==> config.mk <==
export PLATFORM = sky130hd
export DESIGN_NAME = hazard_ctrl
export DESIGN_NICKNAME = d
export VERILOG_FILES = /design/src/rtl/hazard_pkg.sv /design/src/rtl/fwd_sel_unit.sv /design/src/rtl/hazard_ctrl.sv
export SDC_FILE = /design/constraint.sdc
export NUM_CORES = 1
export LEC_CHECK = 0
export CAP_MARGIN = 10
export CORE_ASPECT_RATIO = 1.5
export CORE_MARGIN = 3
export CORE_UTILIZATION = 35
export CTS_CLUSTER_DIAMETER = 80
export DETAILED_ROUTE_END_ITERATION = 16
export GPL_ROUTABILITY_DRIVEN = 0
export PLACE_DENSITY = 0.75
export RECOVER_POWER = 25
export SLEW_MARGIN = 20
export SYNTH_ARGS = -nofsm -noshare
export SYNTH_HDL_FRONTEND = slang
export SYNTH_SLANG_ARGS = --single-unit
==> constraint.sdc <==
create_clock -name i_clk -period 2.4 [get_ports i_clk]
set_input_delay 0.6 -clock i_clk [delete_from_list [all_inputs] [get_ports i_clk]]
set_output_delay 0.6 -clock i_clk [all_outputs]
set_load 0.01 [all_outputs]
==> src/rtl/hazard_pkg.sv <==
// Shared types and constants for the pipeline hazard controller.
package hazard_pkg;

   // IE operand source select
   typedef enum logic [1:0] {
      FWD_RF = 2'b00,
      FWD_WB = 2'b01,
      FWD_IM = 2'b10
   } fwd_sel_e;

   // Hazard FSM states
   typedef enum logic {
      RUN      = 1'b0,
      LU_STALL = 1'b1
   } hz_state_e;

   // Width of the load-use bubble counter; holds LOAD_LATENCY up to 15
   localparam int unsigned LuCntWidth = 4;

endpackage

==> src/rtl/fwd_sel_unit.sv <==
// Forwarding select for one IE operand: IM result beats WB result beats register file.
module fwd_sel_unit
   import hazard_pkg::*;
#(
   parameter int unsigned REG_ADDR_WIDTH = 5
) (
   input  logic [REG_ADDR_WIDTH-1:0] i_src_reg,
   input  logic [REG_ADDR_WIDTH-1:0] i_IM_dst_reg,
   input  logic                      i_IM_wr_en,
   input  logic [REG_ADDR_WIDTH-1:0] i_WB_dst_reg,
   input  logic                      i_WB_wr_en,
   output fwd_sel_e                  o_fwd_sel
);

   logic im_hit;
   logic wb_hit;

   // x0 is hardwired zero, so a write to it never produces a forwardable value
   assign im_hit = i_IM_wr_en && (i_IM_dst_reg != '0) && (i_IM_dst_reg == i_src_reg);
   assign wb_hit = i_WB_wr_en && (i_WB_dst_reg != '0) && (i_WB_dst_reg == i_src_reg);

   // Younger (IM) result takes priority over older (WB) result
   always_comb begin
      o_fwd_sel = FWD_RF;
      if (im_hit) begin
         o_fwd_sel = FWD_IM;
      end else if (wb_hit) begin
         o_fwd_sel = FWD_WB;
      end
   end

endmodule

==> src/rtl/hazard_ctrl.sv <==
// Pipeline hazard controller: forwarding, load-use stalls, redirect flushes,
// data-memory freeze and a saturating stall-cycle counter.
module hazard_ctrl
   import hazard_pkg::*;
#(
   parameter int unsigned REG_ADDR_WIDTH = 5,
   parameter int unsigned LOAD_LATENCY   = 1,
   parameter int unsigned CNT_WIDTH      = 16
) (
   input  logic                      i_clk,
   input  logic                      i_reset,
   input  logic [REG_ADDR_WIDTH-1:0] i_ID_src_reg_1,
   input  logic [REG_ADDR_WIDTH-1:0] i_ID_src_reg_2,
   input  logic                      i_ID_use_src_1,
   input  logic                      i_ID_use_src_2,
   input  logic [REG_ADDR_WIDTH-1:0] i_IE_src_reg_1,
   input  logic [REG_ADDR_WIDTH-1:0] i_IE_src_reg_2,
   input  logic [REG_ADDR_WIDTH-1:0] i_IE_dst_reg,
   input  logic [REG_ADDR_WIDTH-1:0] i_IM_dst_reg,
   input  logic [REG_ADDR_WIDTH-1:0] i_WB_dst_reg,
   input  logic                      i_ctrl_IE_reg_wr_en,
   input  logic                      i_ctrl_IM_reg_wr_en,
   input  logic                      i_ctrl_WB_reg_wr_en,
   input  logic                      i_IE_is_load,
   input  logic                      i_IE_redirect,
   input  logic                      i_dmem_busy,
   input  logic                      i_cnt_clr,
   output logic [1:0]                o_fwd_sel_1,
   output logic [1:0]                o_fwd_sel_2,
   output logic                      o_stall_IF,
   output logic                      o_stall_ID,
   output logic                      o_stall_IE,
   output logic                      o_stall_IM,
   output logic                      o_flush_ID,
   output logic                      o_flush_IE,
   output logic                      o_flush_WB,
   output logic [CNT_WIDTH-1:0]      o_stall_cycles
);

   localparam logic [LuCntWidth-1:0] LuCntInit = LuCntWidth'(LOAD_LATENCY - 1);

   hz_state_e             state_q, state_d;
   logic [LuCntWidth-1:0] lu_cnt_q, lu_cnt_d;
   logic [CNT_WIDTH-1:0]  cnt_q, cnt_d;

   fwd_sel_e sel_1;
   fwd_sel_e sel_2;
   logic     lu_hit;
   logic     stall_if, stall_id, stall_ie, stall_im;
   logic     flush_id, flush_ie, flush_wb;

   fwd_sel_unit #(
      .REG_ADDR_WIDTH (REG_ADDR_WIDTH)
   ) u_fwd_1 (
      .i_src_reg    (i_IE_src_reg_1),
      .i_IM_dst_reg (i_IM_dst_reg),
      .i_IM_wr_en   (i_ctrl_IM_reg_wr_en),
      .i_WB_dst_reg (i_WB_dst_reg),
      .i_WB_wr_en   (i_ctrl_WB_reg_wr_en),
      .o_fwd_sel    (sel_1)
   );

   fwd_sel_unit #(
      .REG_ADDR_WIDTH (REG_ADDR_WIDTH)
   ) u_fwd_2 (
      .i_src_reg    (i_IE_src_reg_2),
      .i_IM_dst_reg (i_IM_dst_reg),
      .i_IM_wr_en   (i_ctrl_IM_reg_wr_en),
      .i_WB_dst_reg (i_WB_dst_reg),
      .i_WB_wr_en   (i_ctrl_WB_reg_wr_en),
      .o_fwd_sel    (sel_2)
   );

   // Load in IE whose result a used ID source needs before it exists
   assign lu_hit = i_IE_is_load && i_ctrl_IE_reg_wr_en && (i_IE_dst_reg != '0) &&
                   ((i_ID_use_src_1 && (i_ID_src_reg_1 == i_IE_dst_reg)) ||
                    (i_ID_use_src_2 && (i_ID_src_reg_2 == i_IE_dst_reg)));

   // Next state and stall/flush outputs; priority is freeze, redirect, load-use
   always_comb begin
      state_d  = state_q;
      lu_cnt_d = lu_cnt_q;
      stall_if = 1'b0;
      stall_id = 1'b0;
      stall_ie = 1'b0;
      stall_im = 1'b0;
      flush_id = 1'b0;
      flush_ie = 1'b0;
      flush_wb = 1'b0;
      if (i_reset) begin
         state_d  = RUN;
         lu_cnt_d = '0;
      end else if (i_dmem_busy) begin
         // Whole pipe holds; only a bubble enters WB, FSM and bubble count freeze
         stall_if = 1'b1;
         stall_id = 1'b1;
         stall_ie = 1'b1;
         stall_im = 1'b1;
         flush_wb = 1'b1;
      end else begin
         unique case (state_q)
            RUN: begin
               if (i_IE_redirect) begin
                  flush_id = 1'b1;
                  flush_ie = 1'b1;
               end else if (lu_hit) begin
                  stall_if = 1'b1;
                  stall_id = 1'b1;
                  flush_ie = 1'b1;
                  if (LOAD_LATENCY > 1) begin
                     state_d  = LU_STALL;
                     lu_cnt_d = LuCntInit;
                  end
               end
            end
            LU_STALL: begin
               if (i_IE_redirect) begin
                  // Remaining bubbles are moot once the younger instructions are flushed
                  flush_id = 1'b1;
                  flush_ie = 1'b1;
                  state_d  = RUN;
                  lu_cnt_d = '0;
               end else begin
                  stall_if = 1'b1;
                  stall_id = 1'b1;
                  flush_ie = 1'b1;
                  if (lu_cnt_q <= LuCntWidth'(1)) begin
                     state_d  = RUN;
                     lu_cnt_d = '0;
                  end else begin
                     lu_cnt_d = lu_cnt_q - LuCntWidth'(1);
                  end
               end
            end
            default: begin
               state_d  = RUN;
               lu_cnt_d = '0;
            end
         endcase
      end
   end

   // Saturating stall-cycle counter; clear wins over increment
   always_comb begin
      cnt_d = cnt_q;
      if (i_cnt_clr) begin
         cnt_d = '0;
      end else if (stall_if && (cnt_q != '1)) begin
         cnt_d = cnt_q + CNT_WIDTH'(1);
      end
   end

   // State, bubble count and stall counter registers
   always_ff @(posedge i_clk or posedge i_reset) begin
      if (i_reset) begin
         state_q  <= RUN;
         lu_cnt_q <= '0;
         cnt_q    <= '0;
      end else begin
         state_q  <= state_d;
         lu_cnt_q <= lu_cnt_d;
         cnt_q    <= cnt_d;
      end
   end

   assign o_fwd_sel_1    = i_reset ? FWD_RF : sel_1;
   assign o_fwd_sel_2    = i_reset ? FWD_RF : sel_2;
   assign o_stall_IF     = stall_if;
   assign o_stall_ID     = stall_id;
   assign o_stall_IE     = stall_ie;
   assign o_stall_IM     = stall_im;
   assign o_flush_ID     = flush_id;
   assign o_flush_IE     = flush_ie;
   assign o_flush_WB     = flush_wb;
   assign o_stall_cycles = cnt_q;

endmodule

# After elaboration in Yosys (flattened, before gate mapping)
# Index checks and enable logic that the tools add are counted.
[op_classes]
bitwise_logic = 1
mux = 33
n_lt_le_gt_ge = 1
n_addsub = 2
reduce_logical = 19
eq_ne = 8
[op_table]
columns = ["operator", "n"]
rows = [
  ["$mux W16", 2],
  ["$eq A5 B5 Y1", 6],
  ["$mux W1", 20],
  ["$mux W4", 5],
  ["$add A16 B1 Y16 const B", 1],
  ["$ne A16 B16 Y1 const B", 1],
  ["$reduce_bool A5 Y1", 3],
  ["$logic_and A1 B1 Y1", 12],
  ["$mux W2", 4],
  ["$le A4 B1 Y1 const B", 1],
  ["$pmux W1 S2", 2],
  ["$reduce_bool A2 Y1", 2],
  ["$sub A4 B1 Y4 const B", 1],
  ["$ne A2 B2 Y1 const B", 1],
  ["$reduce_and A2 Y1", 1],
  ["$logic_or A1 B1 Y1", 1],
  ["$not A1 Y1", 1],
]
[word_totals]
ff_bits = 21
output_inout_bits = 27
word_cells = 67
input_bits = 46

# Logic depth before layout (Yosys ltp)
[logic_depth]
word_depth = 12
depth_mapped = 9
ltp_nobuf = 7

# Cells and area by module
# From an unflattened synthesis, not the netlist that was laid out.
[unflattened]
hier_cells = 200
hier_area_um2 = 1691.6
[modules_own_cells]
columns = ["mod", "area_each_um2", "instances", "seq_area_each_um2", "cells_each"]
rows = [
  ["hazard_ctrl", 1373.8, 1, 525.5, 158],
  ["fwd_sel_unit", 158.9, 2, 0.0, 21],
]

# Worst setup path before layout
# Ideal clock, no wire load.
[synth_path]
path_kind = "in2out"
start = "in i_reset"
end = "out o_fwd_sel_1[0]"
stages = 4
n_path_buf = 0
setup_slack_ns = -0.359
arrival_time_ns = 2.159
cell_sequence = "inv_1 -> o211ai_1 -> or4_1 -> nor4_1"
[synth_between]
elab_chain_len = 1
[synth_rtl]
columns = ["element", "line_no", "text"]
rows = [
  ["from (decl)", "hazard_ctrl.sv:11", "input logic i_reset,"],
  ["$mux W2", "hazard_ctrl.sv:166", "assign o_fwd_sel_1 = i_reset ? FWD_RF : sel_1;"],
  ["to (decl)", "hazard_ctrl.sv:28", "output logic [1:0] o_fwd_sel_1,"],
]
# Every way passes these cells.

# Worst setup path after layout
[layout_path]
start = "in i_WB_dst_reg[3]"
end = "out o_fwd_sel_2[0]"
[layout_between]
elab_chain_len = 6
word_cells_on_any_way = 7
cone_classes = "1 x eq/ne; 3 x mux; 3 x reduce/logical"
[layout_rtl]
columns = ["element", "line_no", "text"]
rows = [
  ["from (decl)", "hazard_ctrl.sv:20", "input logic [REG_ADDR_WIDTH-1:0] i_WB_dst_reg,"],
  ["$reduce_bool A5 Y1", "fwd_sel_unit.sv:20", "assign wb_hit = i_WB_wr_en && (i_WB_dst_reg != '0) && (i_WB_dst_reg == i_src_reg);"],
  ["$logic_and A1 B1 Y1", "fwd_sel_unit.sv:20", ""],
  ["$logic_and A1 B1 Y1 (*)", "fwd_sel_unit.sv:20", ""],
  ["$mux W1 (*)", "fwd_sel_unit.sv:27", "end else if (wb_hit) begin"],
  ["$mux W2 (*)", "fwd_sel_unit.sv:25", "if (im_hit) begin"],
  ["$mux W2 (*)", "hazard_ctrl.sv:167", "assign o_fwd_sel_2 = i_reset ? FWD_RF : sel_2;"],
  ["to (decl)", "hazard_ctrl.sv:29", "output logic [1:0] o_fwd_sel_2,"],
]
# Every way passes the cells marked *; elsewhere a longest branch is shown, timed or not.

==> results.json <==
{
  "yosysWarnings": 0,
  "drv_cap": 0,
  "crit_buf_inv": 3,
  "syn_inst": 196,
  "path_delay_family": "simple AND/OR/NAND/NOR gates",
  "grt_max_degree": 24,
  "status": "finished with violations",
  "start_util_pct": 37.1,
  "first_global_vias": 1885,
  "avgSynthCellArea_um2": 8.23,
  "synth_area_leaders": "dfrtp_1 (33%), xnor2_1 (11%), xor2_1 (6.0%)",
  "core-area_um2": 4350,
  "placed_cell_area_um2": 2590,
  "hold_viol_final": 0,
  "skew_ns": 0.00355,
  "grt_overflow": 0,
  "nets": 351,
  "rsz0062_at_grt": "yes",
  "rr_worst_depth": 7,
  "ios": 73,
  "crit_type": "primary input to output pin",
  "cts_hold_buf": 0,
  "cp.arrival_ns": 1.92,
  "powerDensity_nw_per_um2": 316,
  "clock-sinks": 21,
  "vias": 1876,
  "dr.pass1.iters": 5,
  "vias_per_cell": 5.41,
  "layout-drive-gt1-share_pct": 31.2,
  "dp_slack_ns": -0.959,
  "reg2reg_slack_ns": 0.32,
  "hpwl_mm": 3.99,
  "place.port_buffers": 72,
  "fmax_mhz": 396,
  "die_w_um": 61.4,
  "antenna_found_initial": 0,
  "maxSlewViolCount": 0,
  "synth_area_um2": 1610,
  "cts_tree": "built",
  "min_period_ns": 2.52,
  "clkLatencyLatePin_ns": 0.26,
  "yosysTopAreaCell": "dfrtp_1",
  "numCtsBuffers": 3,
  "cpMaxStageDelayCell": "or4_4",
  "die-height_um": 89.2,
  "final-setup-viol-count": 5,
  "stdcell_area_um2": 2740,
  "synth_edf_count": 0,
  "drt_iter0_markers": 108,
  "rows": 29,
  "slew_headroom_pct": 57.6,
  "yosysMostFrequentCell": "dfrtp_1",
  "slowest_delay_ns": 0.54,
  "postRouteAntennaNets": 0,
  "wl_per_cell_um": 14.7,
  "postLayoutCoreUtil_pct": 62.9,
  "grt_pass1_wl_mm": 8.31,
  "p_leak_nw": 1.12,
  "clk_path_buf_depth": 2,
  "async_reset_ff_share_pct": 100,
  "cp.required_ns": 1.80,
  "root_buffer": "clkbuf_8",
  "start_kind": "primary input",
  "finalWirelength_mm": 5.10,
  "route.detailed.drc": 0,
  "diodes": 0,
  "ir_worst_vdd_v": 0.000176,
  "synthFlopType": "dfrtp_1",
  "worst_pin_slew_ns": 0.630,
  "areaGrowthSynthToFinish_pct": 69.6,
  "synth_nets": 245,
  "violations": "negative setup slack",
  "fin_crit_sh_pct": 105,
  "synth.top_cell.area_share_pct": 32.6,
  "path_cells": "buf_6 -> buf_6 -> xor2_1 -> or4_4 -> nor4_4 -> buf_2",
  "ys_seq_elements": 21,
  "worst_slack_ns": -0.123,
  "cpMostUsedCell": "buf_6",
  "startpoint": "i_WB_dst_reg[3]",
  "synth_cell_types": 34,
  "reg2reg_from": "o_stall_cycles[6]",
  "r2r-end": "o_stall_cycles[1]",
  "finalPower_w": 0.000864,
  "ys_seq_area_share_pct": 32.6,
  "cts_max_level": 1,
  "gr-usage-all-layers_pct": 20.2,
  "hp-class": "primary input to asynchronous set/reset pin",
  "ys_top_cells_by_count": "dfrtp_1 (21), xnor2_1 (20), a21oi_1 (18)",
  "path_clk_slew_ns": 0.08,
  "die_area_um2": 5480,
  "worst-path-max-fanout": 2,
  "endpoint_kind": "output pin"
}
[layout by cell type, fill, tap and decap left out, types with 5 or more instances in the layout]
master / count
o21ai_1: 8
dfrtp_1: 21
xor2_1: 11
clkdlybuf4s50_1: 29
a21oi_1: 18
buf_4: 35
xnor2_1: 18
buf_2: 13
clkbuf_2: 7
clkdlybuf4s15_1: 7
dlygate4sd2_1: 7
o21ai_0: 8
nand3_1: 11
inv_1: 5
nand4_1: 6
nor2_1: 12
buf_6: 10
nand2_1: 8
or3_1: 13
[worst max-delay path by stage]
stage | to | cells after the start
5_1_grt | o_fwd_sel_2[0] | 6
3_5_place_dp | o_fwd_sel_2[0] | 6
4_1_cts | o_fwd_sel_1[0] | 6
6_report | o_fwd_sel_2[0] | 6
3_3_place_gp | o_fwd_sel_1[0] | 6
2_1_floorplan | o_fwd_sel_1[0] | 4
[worst reg2reg max path: cells and delay by family, from the launching register on]
| family | cells | cell delay [ns] |
|---|---|---|
| buffers and inverters | 1 | 0.21 |
| AOI/OAI and AO/OA | 1 | 0.21 |
| and+or+nand+nor | 4 | 0.88 |
| muxes | 1 | 0.19 |
| DFF | 1 | 0.46 |
[state kept, by name, summed over array words and instances (netlist names)]
register	cells
state_q	1
lu_cnt_q	4
o_stall_cycles	16
[metal layers]
layer	wire [um]	track usage, %	up-vias
met5	0	0	-
met4	195	10.0	0
met3	271	3.18	14
met2	2770	37.3	80
met1	1860	21.2	869
li1	-	-	913
[through the flow]
step           setup TNS [ns]  std cells  hold WS (ns)
4_1_cts                -0.374        344         0.429
5_1_grt                -0.544        347         0.441
3_3_place_gp           -12.61        337         0.533
6_report               -0.317        347         0.408
2_1_floorplan               0        196         0.469
3_5_place_dp           -13.05        337         0.543
[cell families after synthesis]
logic type | after synthesis | synth area share, %
flip-flops | 21 | 32.6
AO/OA/AOI/OAI | 43 | 14.9
XOR/XNOR | 31 | 16.8
AND/OR/NAND/NOR | 81 | 27.6
multiplexers | 1 | 0.620
adder cells (fa/ha/maj) | 3 | 2.33
buffers and inverters | 16 | 5.19
[layout make-up]
| type | instances | area (um^2) |
|---|---|---|
| well taps | 46 | 57.6 |
| clock inverters | 1 | 5.00 |
| repair buffers | 111 | 935 |
| flip-flops and latches | 21 | 526 |
| multi-input cells | 159 | 1150 |
| fillers | 382 | 1620 |
| clock buffers | 3 | 41.3 |
| inverters | 6 | 23.8 |
[timing repair]
item | in CTS | in global routing
buffers inserted | 3 | 3
pin swaps | 27 | 19
resized for setup | 143 | 25
setup endpoints to repair | 27 | 11
[report_power, final]
part	leakage [nW]	total [W]	internal (W)	switching [W]
clock	0.0255	0.000239	0.000116	0.000123
combinational	0.804	0.000267	0.000150	0.000116
sequential	0.293	0.000358	0.000356	0.00000284
Power figures use the tool's default switching activity.
==> patch: new RTL, same settings <==
Change the parameter `CNT_WIDTH` from 16 to 12.
--- a/src/rtl/hazard_ctrl.sv
+++ b/src/rtl/hazard_ctrl.sv
@@ -7,3 +7,3 @@
    parameter int unsigned LOAD_LATENCY   = 1,
-   parameter int unsigned CNT_WIDTH      = 16
+   parameter int unsigned CNT_WIDTH      = 12
 ) (
Interface: changed (resized o_stall_cycles); port bits go from 73 to 69. The function was not compared with the original's and may differ.
==> patch against the original RTL <==
The run still ends with negative setup slack left. Synthesized area decreased by 13%. Clock power is 8% lower. Utilization is 4.2 points higher. Setup slack better by 0.021 ns. Critical path depth increased by 1. Final area is 8.1% lower. Sequential cell count decreased by 4. Die area decreased by 12%. First-iteration DRC count is 81% lower. Routed wire length shrank 8.0%. Power shrank 9.1%. Sequential power shrank 18%. Count of clock-buffer cells in the layout stayed put. Critical endpoint is now o_fwd_sel_1[0]. Largest cell class unchanged. Largest power group unchanged.
==> patch: results (changes against the original RTL) <==
| Metric | Value |
|---|---|
| Root buffer cell | `clkbuf_8 (unchanged)` |
| Sequential area share after synthesis | `30.4% (was 32.6%)` |
| Fill count | `307 (was 382)` |
| DR vias | `1634 (was 1876)` |
| WL final | `4690 µm (was 5100 µm)` |
| Initial DRC count | `20 (was 108)` |
| RR Endpoint | `o_stall_cycles[5] (was o_stall_cycles[1])` |
| Register-to-Register Path Depth | `8 (was 7)` |
| Synth top area cells | `dfrtp_1, xnor2_1, xor2_1, o21ai_0, o31ai_1 (was dfrtp_1, xnor2_1, xor2_1, a21oi_1, or3_1)` |
| Lkg Pwr | `0.00112 µW (about the same)` |
| Hold Path Depth | `2` |
| Final setup TNS | `-0.233 ns (was -0.317 ns)` |
| Max FFs per register | `12 (was 16)` |
| Commonest cells in the netlist | `xnor2_1, dfrtp_1, o21ai_0 (was dfrtp_1, xnor2_1, a21oi_1)` |
| R2R Setup Slk | `0.27 ns (was 0.32 ns)` |
| Rel. slew slack | `49.2% (was 57.6%)` |
| Antenna violations before repair | `0 (unchanged)` |
| Outcome | `finished with violations (unchanged)` |
| Power Dens Cells | `312 nW/µm² (was 316 nW/µm²)` |
| Crit path launch | `i_IM_dst_reg[0] (was i_WB_dst_reg[3])` |
| CP endpoint | `o_fwd_sel_1[0] (was o_fwd_sel_2[0])` |
| Failing checks | `negative setup slack (unchanged)` |
| Cell Count Post-Placement | `297 (was 337)` |
| Final setup violation count | `4 (was 5)` |
| Pre-CTS worst setup slack | `-0.892 ns (was -0.959 ns)` |
| Vias per inst | `5.34 (was 5.41)` |
| H-tree depth | `1 (unchanged)` |
| Final Worst Setup Slack | `-0.103 ns (was -0.123 ns)` |
| IO Port Bufs | `68 (was 72)` |
| Hpwl dp | `3520 µm (was 3990 µm)` |
| CP Data Arrival Time | `1.90 ns (was 1.92 ns)` |
| GRT Resource Usage Total | `19.7% (was 20.2%)` |
| Largest net degree at the start of global routing | `19 (was 24)` |
| Clock slew at reported path FFs | `0.07 ns` |
| Placed cell area | `2350 µm² (was 2590 µm²)` |
| CP max stage delay | `0.55 ns` |
| First-pass GRT wire length | `7380 µm (was 8310 µm)` |
| Final Skew | `0.00425 ns (was 0.00355 ns)` |
| First-pass detailed-route iteration total | `4 (was 5)` |
| Mapped Cells | `164 (was 196)` |
| Vias in the first global route | `1697 (was 1885)` |
| Maximum fanout along the worst path | `3 (was 2)` |
| R2r startpoint | `o_stall_cycles[4] (was o_stall_cycles[6])` |
| Largest delay share family, worst path | `simple AND/OR/NAND/NOR gates (unchanged)` |
| Net Count, Synth | `213 (was 245)` |
| Max VDD drop | `0.232 mV (was 0.176 mV)` |
## patch: cell types whose count changed in the layout (fill, tap and decap cells not counted), sizes merged, moves of 3 or more
| cell | delta |
|---|---|
| nand2 | +3 |
| nor2 | -5 |
| buf | +3 |
| dlygate4sd2 | +4 |
| dlymetal6s2s | +3 |
| o31ai | +4 |
| nor4 | -3 |
| or3 | -7 |
| dfrtp | -4 |
| clkdlybuf4s15 | -8 |
| a21oi | -9 |
| o21ai | -4 |
| clkdlybuf4s50 | -10 |
| nand3 | -4 |
## patch: routing by layer
layer | routed length (µm) | vias to the layer above | GRT usage (%)
li1 | - | 792 | -
met1 | 1480 | 777 | 17.8
met2 | 2850 | 53 | 38.5
met3 | 216 | 12 | 3.89
met4 | 150 | 0 | 10.3
met5 | 0 | - | 0
## patch: layout make-up
cell class | instances | area share [%]
Multi-Input combinational cell | 133 | 43.7
Timing Repair Buffer | 103 | 34.4
Sequential cell | 17 | 16.9
Tap cell | 43 | 2.14
Clock buffer | 3 | 1.64
Inverter | 6 | 1.04
Clock inverter | 1 | 0.199
## patch: what timing repair did
action	in CTS	in global routing
gates cloned	0	0
pin swaps	28	27
gates resized for setup	148	50
endpoints found under the setup margin	21	12
buffers inserted	2	3
## patch: cell families (layout without fill, tap and decap cells)
kind of cell / after synthesis / count (layout) / share of synthesized area (%)
compound gates: 37 / 37 / 17.4
mux: 1 / 1 / 0.716
simple gates: 61 / 61 / 24.0
xor+xnor: 31 / 31 / 19.4
flops: 17 / 17 / 30.4
fa+ha+maj: 3 / 3 / 2.68
buf+inv: 14 / 113 / 5.46
## patch: power by group
group / internal (µW) / leakage, µW / switching (µW)
Sequential: 289 / 0.000237 / 3.28
Clock: 116 / 0.0000255 / 105
Combinational: 151 / 0.000857 / 122
Total: 555 / 0.00112 / 230
